$ cat config.mk
export PLATFORM = sky130hd
export DESIGN_NAME = l2_arbiter
export DESIGN_NICKNAME = d
export VERILOG_FILES = /design/src/rtl/l2_arbiter.sv
export SDC_FILE = /design/constraint.sdc
export NUM_CORES = 1
export LEC_CHECK = 0
export BUFFER_PORTS_ARGS = -buffer_cell sky130_fd_sc_hd__clkbuf_2
export CAP_MARGIN = 0
export CORE_AREA = 2 2 283 285
export DETAILED_ROUTE_END_ITERATION = 10
export DIE_AREA = 0 0 285 287
export PLACE_DENSITY = 0.34
export SYNTH_ARGS = -nofsm -noshare
export SYNTH_HDL_FRONTEND = slang
export SYNTH_SLANG_ARGS = --single-unit
$ cat constraint.sdc
create_clock -name clk -period 14.05 [get_ports clk]
set_input_delay 4.215 -clock clk [delete_from_list [all_inputs] [get_ports clk]]
set_output_delay 4.215 -clock clk [all_outputs]
set_load 0.02 [all_outputs]
$ cat src/rtl/l2_arbiter.sv
// l2_arbiter: shares the unified L2 port between the I-cache and D-cache miss paths.
// One line-sized transaction is granted at a time. D wins ties, but a waiting I request
// is forced through after STARVE_LIMIT consecutive D grants. L2 strobes, responses and
// the response-cycle rdata are combinational from the granted requester and the L2.
module l2_arbiter #(
  parameter int unsigned ADDR_WIDTH   = 16,
  parameter int unsigned LINE_WIDTH   = 128,
  parameter int unsigned STARVE_LIMIT = 4,
  parameter int unsigned CNT_WIDTH    = 16
) (
  input  logic                  clk,
  input  logic                  reset,
  input  logic                  i_read,
  input  logic [ADDR_WIDTH-1:0] i_address,
  output logic [LINE_WIDTH-1:0] i_rdata,
  output logic                  i_resp,
  input  logic                  d_read,
  input  logic                  d_write,
  input  logic [ADDR_WIDTH-1:0] d_address,
  input  logic [LINE_WIDTH-1:0] d_wdata,
  output logic [LINE_WIDTH-1:0] d_rdata,
  output logic                  d_resp,
  output logic                  l2_read,
  output logic                  l2_write,
  output logic [ADDR_WIDTH-1:0] l2_address,
  output logic [LINE_WIDTH-1:0] l2_wdata,
  input  logic [LINE_WIDTH-1:0] l2_rdata,
  input  logic                  l2_resp,
  output logic [CNT_WIDTH-1:0]  i_grant_count,
  output logic [CNT_WIDTH-1:0]  d_grant_count
);

  localparam int unsigned SC_W = $clog2(STARVE_LIMIT + 1);

  typedef enum logic [1:0] {
    IDLE    = 2'd0,
    SERVE_I = 2'd1,
    SERVE_D = 2'd2,
    RELEASE = 2'd3
  } state_t;

  state_t                state;
  logic [SC_W-1:0]       starve_cnt;
  logic [CNT_WIDTH-1:0]  i_cnt;
  logic [CNT_WIDTH-1:0]  d_cnt;
  logic [LINE_WIDTH-1:0] i_rdata_q;
  logic [LINE_WIDTH-1:0] d_rdata_q;
  logic                  d_req;
  logic                  d_allowed;

  assign d_req     = d_read | d_write;
  assign d_allowed = !i_read || (32'(starve_cnt) < STARVE_LIMIT);

  // Arbitration FSM, starvation tracking, response capture and grant counters.
  always_ff @(posedge clk or posedge reset) begin
    if (reset) begin
      state      <= IDLE;
      starve_cnt <= '0;
      i_cnt      <= '0;
      d_cnt      <= '0;
      i_rdata_q  <= '0;
      d_rdata_q  <= '0;
    end else begin
      case (state)
        IDLE: begin
          if (d_req && d_allowed) begin
            state      <= SERVE_D;
            starve_cnt <= i_read ? starve_cnt + SC_W'(1) : '0;
          end else if (i_read) begin
            state      <= SERVE_I;
            starve_cnt <= '0;
          end else begin
            starve_cnt <= '0;
          end
        end
        SERVE_I: begin
          if (!i_read) begin
            state <= RELEASE;
          end else if (l2_resp) begin
            state     <= RELEASE;
            i_rdata_q <= l2_rdata;
            if (i_cnt != '1) i_cnt <= i_cnt + CNT_WIDTH'(1);
          end
        end
        SERVE_D: begin
          if (!d_req) begin
            state <= RELEASE;
          end else if (l2_resp) begin
            state     <= RELEASE;
            d_rdata_q <= l2_rdata;
            if (d_cnt != '1) d_cnt <= d_cnt + CNT_WIDTH'(1);
          end
        end
        default: state <= IDLE;
      endcase
    end
  end

  // Forward the granted requester to the L2 and route the response back to it only.
  always_comb begin
    l2_read    = 1'b0;
    l2_write   = 1'b0;
    l2_address = '0;
    l2_wdata   = '0;
    i_resp     = 1'b0;
    d_resp     = 1'b0;
    case (state)
      SERVE_I: begin
        if (i_read) begin
          l2_read    = 1'b1;
          l2_address = i_address;
          i_resp     = l2_resp;
        end
      end
      SERVE_D: begin
        if (d_req) begin
          l2_write   = d_write;
          l2_read    = d_read & ~d_write;
          l2_address = d_address;
          l2_wdata   = d_wdata;
          d_resp     = l2_resp;
        end
      end
      default: ;
    endcase
    i_rdata = i_resp ? l2_rdata : i_rdata_q;
    d_rdata = d_resp ? l2_rdata : d_rdata_q;
  end

  assign i_grant_count = i_cnt;
  assign d_grant_count = d_cnt;

endmodule
Yosys cells after proc, flatten, opt, wreduce, memory -nomap -nowiden
Cells that the tools add are included.

operators by class
  $add $sub $neg = 3
  equality and inequality tests = 5
  reductions and logical operators = 8
  muxes and demuxes = 24
  bitwise gates (word level) = 3
  $lt $le $gt $ge = 1

operators by type and width
  operator               number
  $mux 128               4
  $add 16x1->16 const B  2
  $mux 16                2
  $ne 16x16->1 const B   2
  $pmux 16 s2            1
  $mux 2                 5
  $mux 1                 8
  $reduce_and 4->1       2
  $mux 3                 2
  $pmux 2 s3             1
  $reduce_and 3->1       2
  $add 3x1->3 const B    1
  $lt 3x3->1 const B     1
  $ne 3x3->1 const B     1
  $eq 2x1->1 const B     1
  $eq 2x2->1 const B     1
  $logic_not 2->1        1
  $pmux 1 s2             1
  $and 1x1->1            1
  $logic_and 1x1->1      1
  $logic_not 1->1        1
  $logic_or 1x1->1       1
  $not 1->1              1
  $or 1x1->1             1

word-level totals
  input bits = 294
  logic and storage cells = 50
  flip-flop bits (word level) = 293
  output and inout port bits = 436

Logic depth before layout (Yosys ltp)
  word-level depth = 5
  mapped depth = 10
  mapped depth without buffers = 8

Least setup slack after synthesis
No wires, ideal clock.

  path kind = input to output
  start point = in i_read
  end point = out i_rdata[72]
  stages on the path = 9
  data arrival time = 5.486 ns
  buffers on the path = 5
  required time = 9.835 ns
  slack = 4.349 ns
  cell sequence = buf_4 -> and2_1 -> buf_4 -> nand2_2 -> buf_2 -> buf_2 -> buf_2 -> nand2_1 -> nand2_1

on the way
  word-level cells in the longest chain between the ends = 3

ends and longest elaborated chain
  what                line  source
  start: declaration  13    input logic i_read,
  $mux 1              109   if (i_read) begin
  $mux 1              107   case (state)
  $mux 128            126   i_rdata = i_resp ? l2_rdata : i_rdata_q;
  end: declaration    15    output logic [LINE_WIDTH-1:0] i_rdata,

No other way between the ends.

Worst setup path in the final report
  start point = in i_read
  end point = out i_rdata[106]

Same word-level chain as after synthesis.

==> results.toml <==
[route]
drtIter0Drc = 668
drt_drc_violations_left = 0
drt-wirelength-per-cell_um = 20.1
dr.pass1.iters = 5
vias_per_cell = 3.85
drt-total-wl_um = 65000
count_of_nets_left_with_antenna_violations_after_detail_routing = 0
vias = 12500

[floorplanning]
floorplan.die_area_sq_um = 81800
die_height_um = 287
initial_utilization_pct = 16.1
core_region_area_sq_um = 78600
rows = 103
pin_count = 730
die_width_um = 285

[power_and_ir_drop]
cell_internal_pwr_mw = 2.51
powerDensity_nw_per_um2 = 244
pwr-share-clk_pct = 24.1
max-vdd-ir-drop_mv = 0.104
pwr-share-comb_pct = 47.3
power_switching_share_pct = 45.5
switchingPower_mw = 2.09
seqPwrFrac_pct = 28.6
leakage_nw = 10.7

[clocking]
cts-htree-levels = 2
tritoncts.num_buffers = 40
cts_tree = "yes"
ctsRootBufferMaster = "sky130_fd_sc_hd__clkbuf_16"
clockBufferDepth = 3
cts.reportedPaths.clkPinSlew_ns = 0.06
cts.repair.resized = 0
worst_skew_pair.late_latency_ns = 0.55
cts_post_setup_buffers_inserted = 0
clkSinkCount = 293
post_cts_hold_buffer_count = 0

[status]
status = "completed"

[critical_path]
worst-endpoint-arrival_ns = 7.52
timing_worst_setup_path_type = "primary input to output port"
worstPathMaxFanout = 75
setup.worst_path.end_class = "output port"
crit_path_start_kind = "primary input"
timing.reg2reg.worst_path_depth = 8
critPathCapture = "i_rdata[106]"
crit_start = "i_read"
r2r_slack_ns = 10.11
worstReg2RegStart = "state[1]"
regToRegEndpoint = "i_grant_count[14]"
data_required_time_at_the_worst_endpoint_ns = 9.84

[logic_synthesis]
synth.lib_cells_used.distinct = 42
synth_sequential_area_ratio_pct = 58.1
netlist.area_leader.share_pct = 58.1
synth_edf_count = 0
main_combinational_cell_family_by_area_after_synthesis = "simple AND/OR/NAND/NOR gates"
synthXorXnorAreaFrac_pct = 2.08
synthSimpleGateAreaFrac_pct = 33.7
syn_area_sq_um = 12600
yosys_register_bits = 293
synth_fp_nets = 1753
syn-mean-instance-area_sq_um = 8.70
yosys-top-cells-area = "sky130_fd_sc_hd__dfrtp_1, sky130_fd_sc_hd__nand2_1, sky130_fd_sc_hd__and2_1"
post-synth-top-area-cell = "sky130_fd_sc_hd__dfrtp_1"
synth.yosys.warnings = 0
synthAdderAreaFrac_pct = 0.793
post_synth_inst_count = 1451
postSynth.asyncResetShare_pct = 100
synth-compound-area-share_pct = 2.05
synth.area.mux_share_pct = 0.268
synth_ff_type = "sky130_fd_sc_hd__dfrtp_1"

[cells_and_area]
fin_util_pct = 23.9
design.final.nets = 2454
layout-drive-gt1-share_pct = 37.7
synthToLayoutAreaGrowth_pct = 49.2
num-fill-cells = 8834

[sta]
setup_viol_count_final = 0
setup_tns_ns = 0
slew_worst_pin_ns = 1.06
finalMaxSlewViolations = 0
achievable_frequency_ghz = 0.0853
finClkSkew_ns = 0.0168
fin_crit_ns = 11.73
grt_setup_unrepaired = "no"
period_share_pct = 83.5
hold_viol = 0
max-slew-margin-rel_pct = 29.1

[global_routing]
grt_pass1_vias = 12900
grt_first_pass_wirelength_um = 92900
maximum_number_of_pins_on_one_net_before_global_route_repair = 128
grt_antenna_before_repair = 9
grt-ovfl-total = 0
grt_usage_pct = 15.3

[min_path]
hold_path_cell_cnt = 2
worstHoldPathType = "flip-flop to flip-flop"

[run]
cap_viol_max_count = 0

[placed_design]
dpl.hpwl_um = 49500
port_buffers = 729
gp_congestion = 0.955
==> worst max-delay path, cell delays in order <==
cell,delay (ns)
sky130_fd_sc_hd__clkbuf_2,0.17
sky130_fd_sc_hd__and2_1,0.80
sky130_fd_sc_hd__nand2_8,0.50
sky130_fd_sc_hd__inv_4,0.90
sky130_fd_sc_hd__buf_12,0.37
sky130_fd_sc_hd__nand2_1,0.09
sky130_fd_sc_hd__nand2_1,0.09
sky130_fd_sc_hd__clkbuf_2,0.23
==> cell usage after synthesis, drive strengths merged (2+ instances only) <==
master     n
xnor2      2
nor2b     17
nor3b      2
nor4b      2
o21ai      5
nor2       7
inv        7
nand2    785
nand4     14
mux2       3
buf       44
and3       4
o211ai     2
ha         8
and2     130
a21oi      6
o2bb2ai    2
nor3      10
xor2      28
a22oi     16
nand3      7
clkbuf    36
and4       2
dfrtp    293
nor4       9
==> state kept, by name, indices dropped and copies added (netlist names) <==
signal         count
starve_cnt         3
i_grant_count     16
state              2
i_rdata_q        128
d_grant_count     16
d_rdata_q        128
==> power by group through the flow <==
stage               logic (mW)  clock network, mW  registers, mW
global placement          2.21                  0           1.33
CTS                       2.22               1.16           1.32
global route              2.37               1.20           1.35
finish                    2.17               1.11           1.31
floorplan                 1.31                  0           1.32
detailed placement        2.21                  0           1.33
==> logic make-up (layout without fill, tap and decap cells) <==
group | after synthesis | in the layout
AO/OA/AOI/OAI | 37 | 37
AND/OR/NAND/NOR | 992 | 992
buffers and inverters | 88 | 821
XOR/XNOR | 30 | 30
flip-flops | 293 | 293
multiplexers | 3 | 3
adder cells (fa/ha/maj) | 8 | 8
other | 0 | 2
==> layout make-up <==
class                           count  area, sq um  share of cell area (%)
Tap cell                         1050         1310                    6.98
Clock buffer                       60         1250                    6.63
Antenna cell                        2         5.00                  0.0266
Timing Repair Buffer              739         3750                    19.9
Sequential cell                   293         7330                    38.9
Clock inverter                     14          191                    1.02
Multi-Input combinational cell   1070         4940                    26.3
Inverter                            8         42.5                   0.226
==> placed cells by master, fill, tap and decap left out, types with 3 or more instances in the layout <==
cell type	n
sky130_fd_sc_hd__nor2_1	7
sky130_fd_sc_hd__a21oi_1	6
sky130_fd_sc_hd__dfrtp_1	293
sky130_fd_sc_hd__nand3_1	7
sky130_fd_sc_hd__clkbuf_2	729
sky130_fd_sc_hd__nand2_1	784
sky130_fd_sc_hd__clkbuf_8	13
sky130_fd_sc_hd__a22oi_1	16
sky130_fd_sc_hd__and2_1	130
sky130_fd_sc_hd__ha_1	8
sky130_fd_sc_hd__nor4_1	5
sky130_fd_sc_hd__nand4_1	13
sky130_fd_sc_hd__clkinv_2	6
sky130_fd_sc_hd__nor2b_1	16
sky130_fd_sc_hd__o21ai_0	5
sky130_fd_sc_hd__buf_4	8
sky130_fd_sc_hd__nor3_1	10
sky130_fd_sc_hd__clkbuf_16	42
sky130_fd_sc_hd__xor2_1	28
sky130_fd_sc_hd__and3_1	4
sky130_fd_sc_hd__inv_1	5
sky130_fd_sc_hd__bufinv_16	4
sky130_fd_sc_hd__nor4_2	4
sky130_fd_sc_hd__mux2_2	3
sky130_fd_sc_hd__clkbuf_1	5
==> per-layer routing <==
layer / global-route usage, % / vias to the layer above / wire length (um)
met5: 0 / - / 64
met4: 4.28 / 10 / 1510
met3: 5.92 / 83 / 5920
met2: 25.9 / 465 / 31300
met1: 18.1 / 5955 / 26200
li1: - / 5938 / -
==> per-stage QoR <==
| step | setup slack, ns | cells | hold WS (ns) | cell area [sq um] | power, mW |
|---|---|---|---|---|---|
| after global placement | 2.32 | 3160 | 0.454 | 17400 | 3.54 |
| after CTS | 2.23 | 3234 | 0.472 | 18800 | 4.70 |
| after detailed placement | 2.24 | 3160 | 0.457 | 17400 | 3.54 |
| after floorplan | 1.74 | 1451 | 0.459 | 12600 | 2.63 |
| after global routing | 1.99 | 3236 | 0.483 | 18800 | 4.92 |
| final | 2.32 | 3236 | 0.468 | 18800 | 4.60 |
==> how the worst min path moves through the flow <==
stage                    endpoint  slack [ns]          start
finish              i_rdata_q[15]        0.47  i_rdata_q[15]
global route         i_rdata_q[3]        0.48   i_rdata_q[3]
CTS                 d_rdata_q[97]        0.47  d_rdata_q[97]
detailed placement  d_rdata_q[97]        0.46  d_rdata_q[97]
global placement    d_rdata_q[72]        0.45  d_rdata_q[72]
floorplan           starve_cnt[1]        0.46  starve_cnt[1]
(Power assumes the default switching activity.)
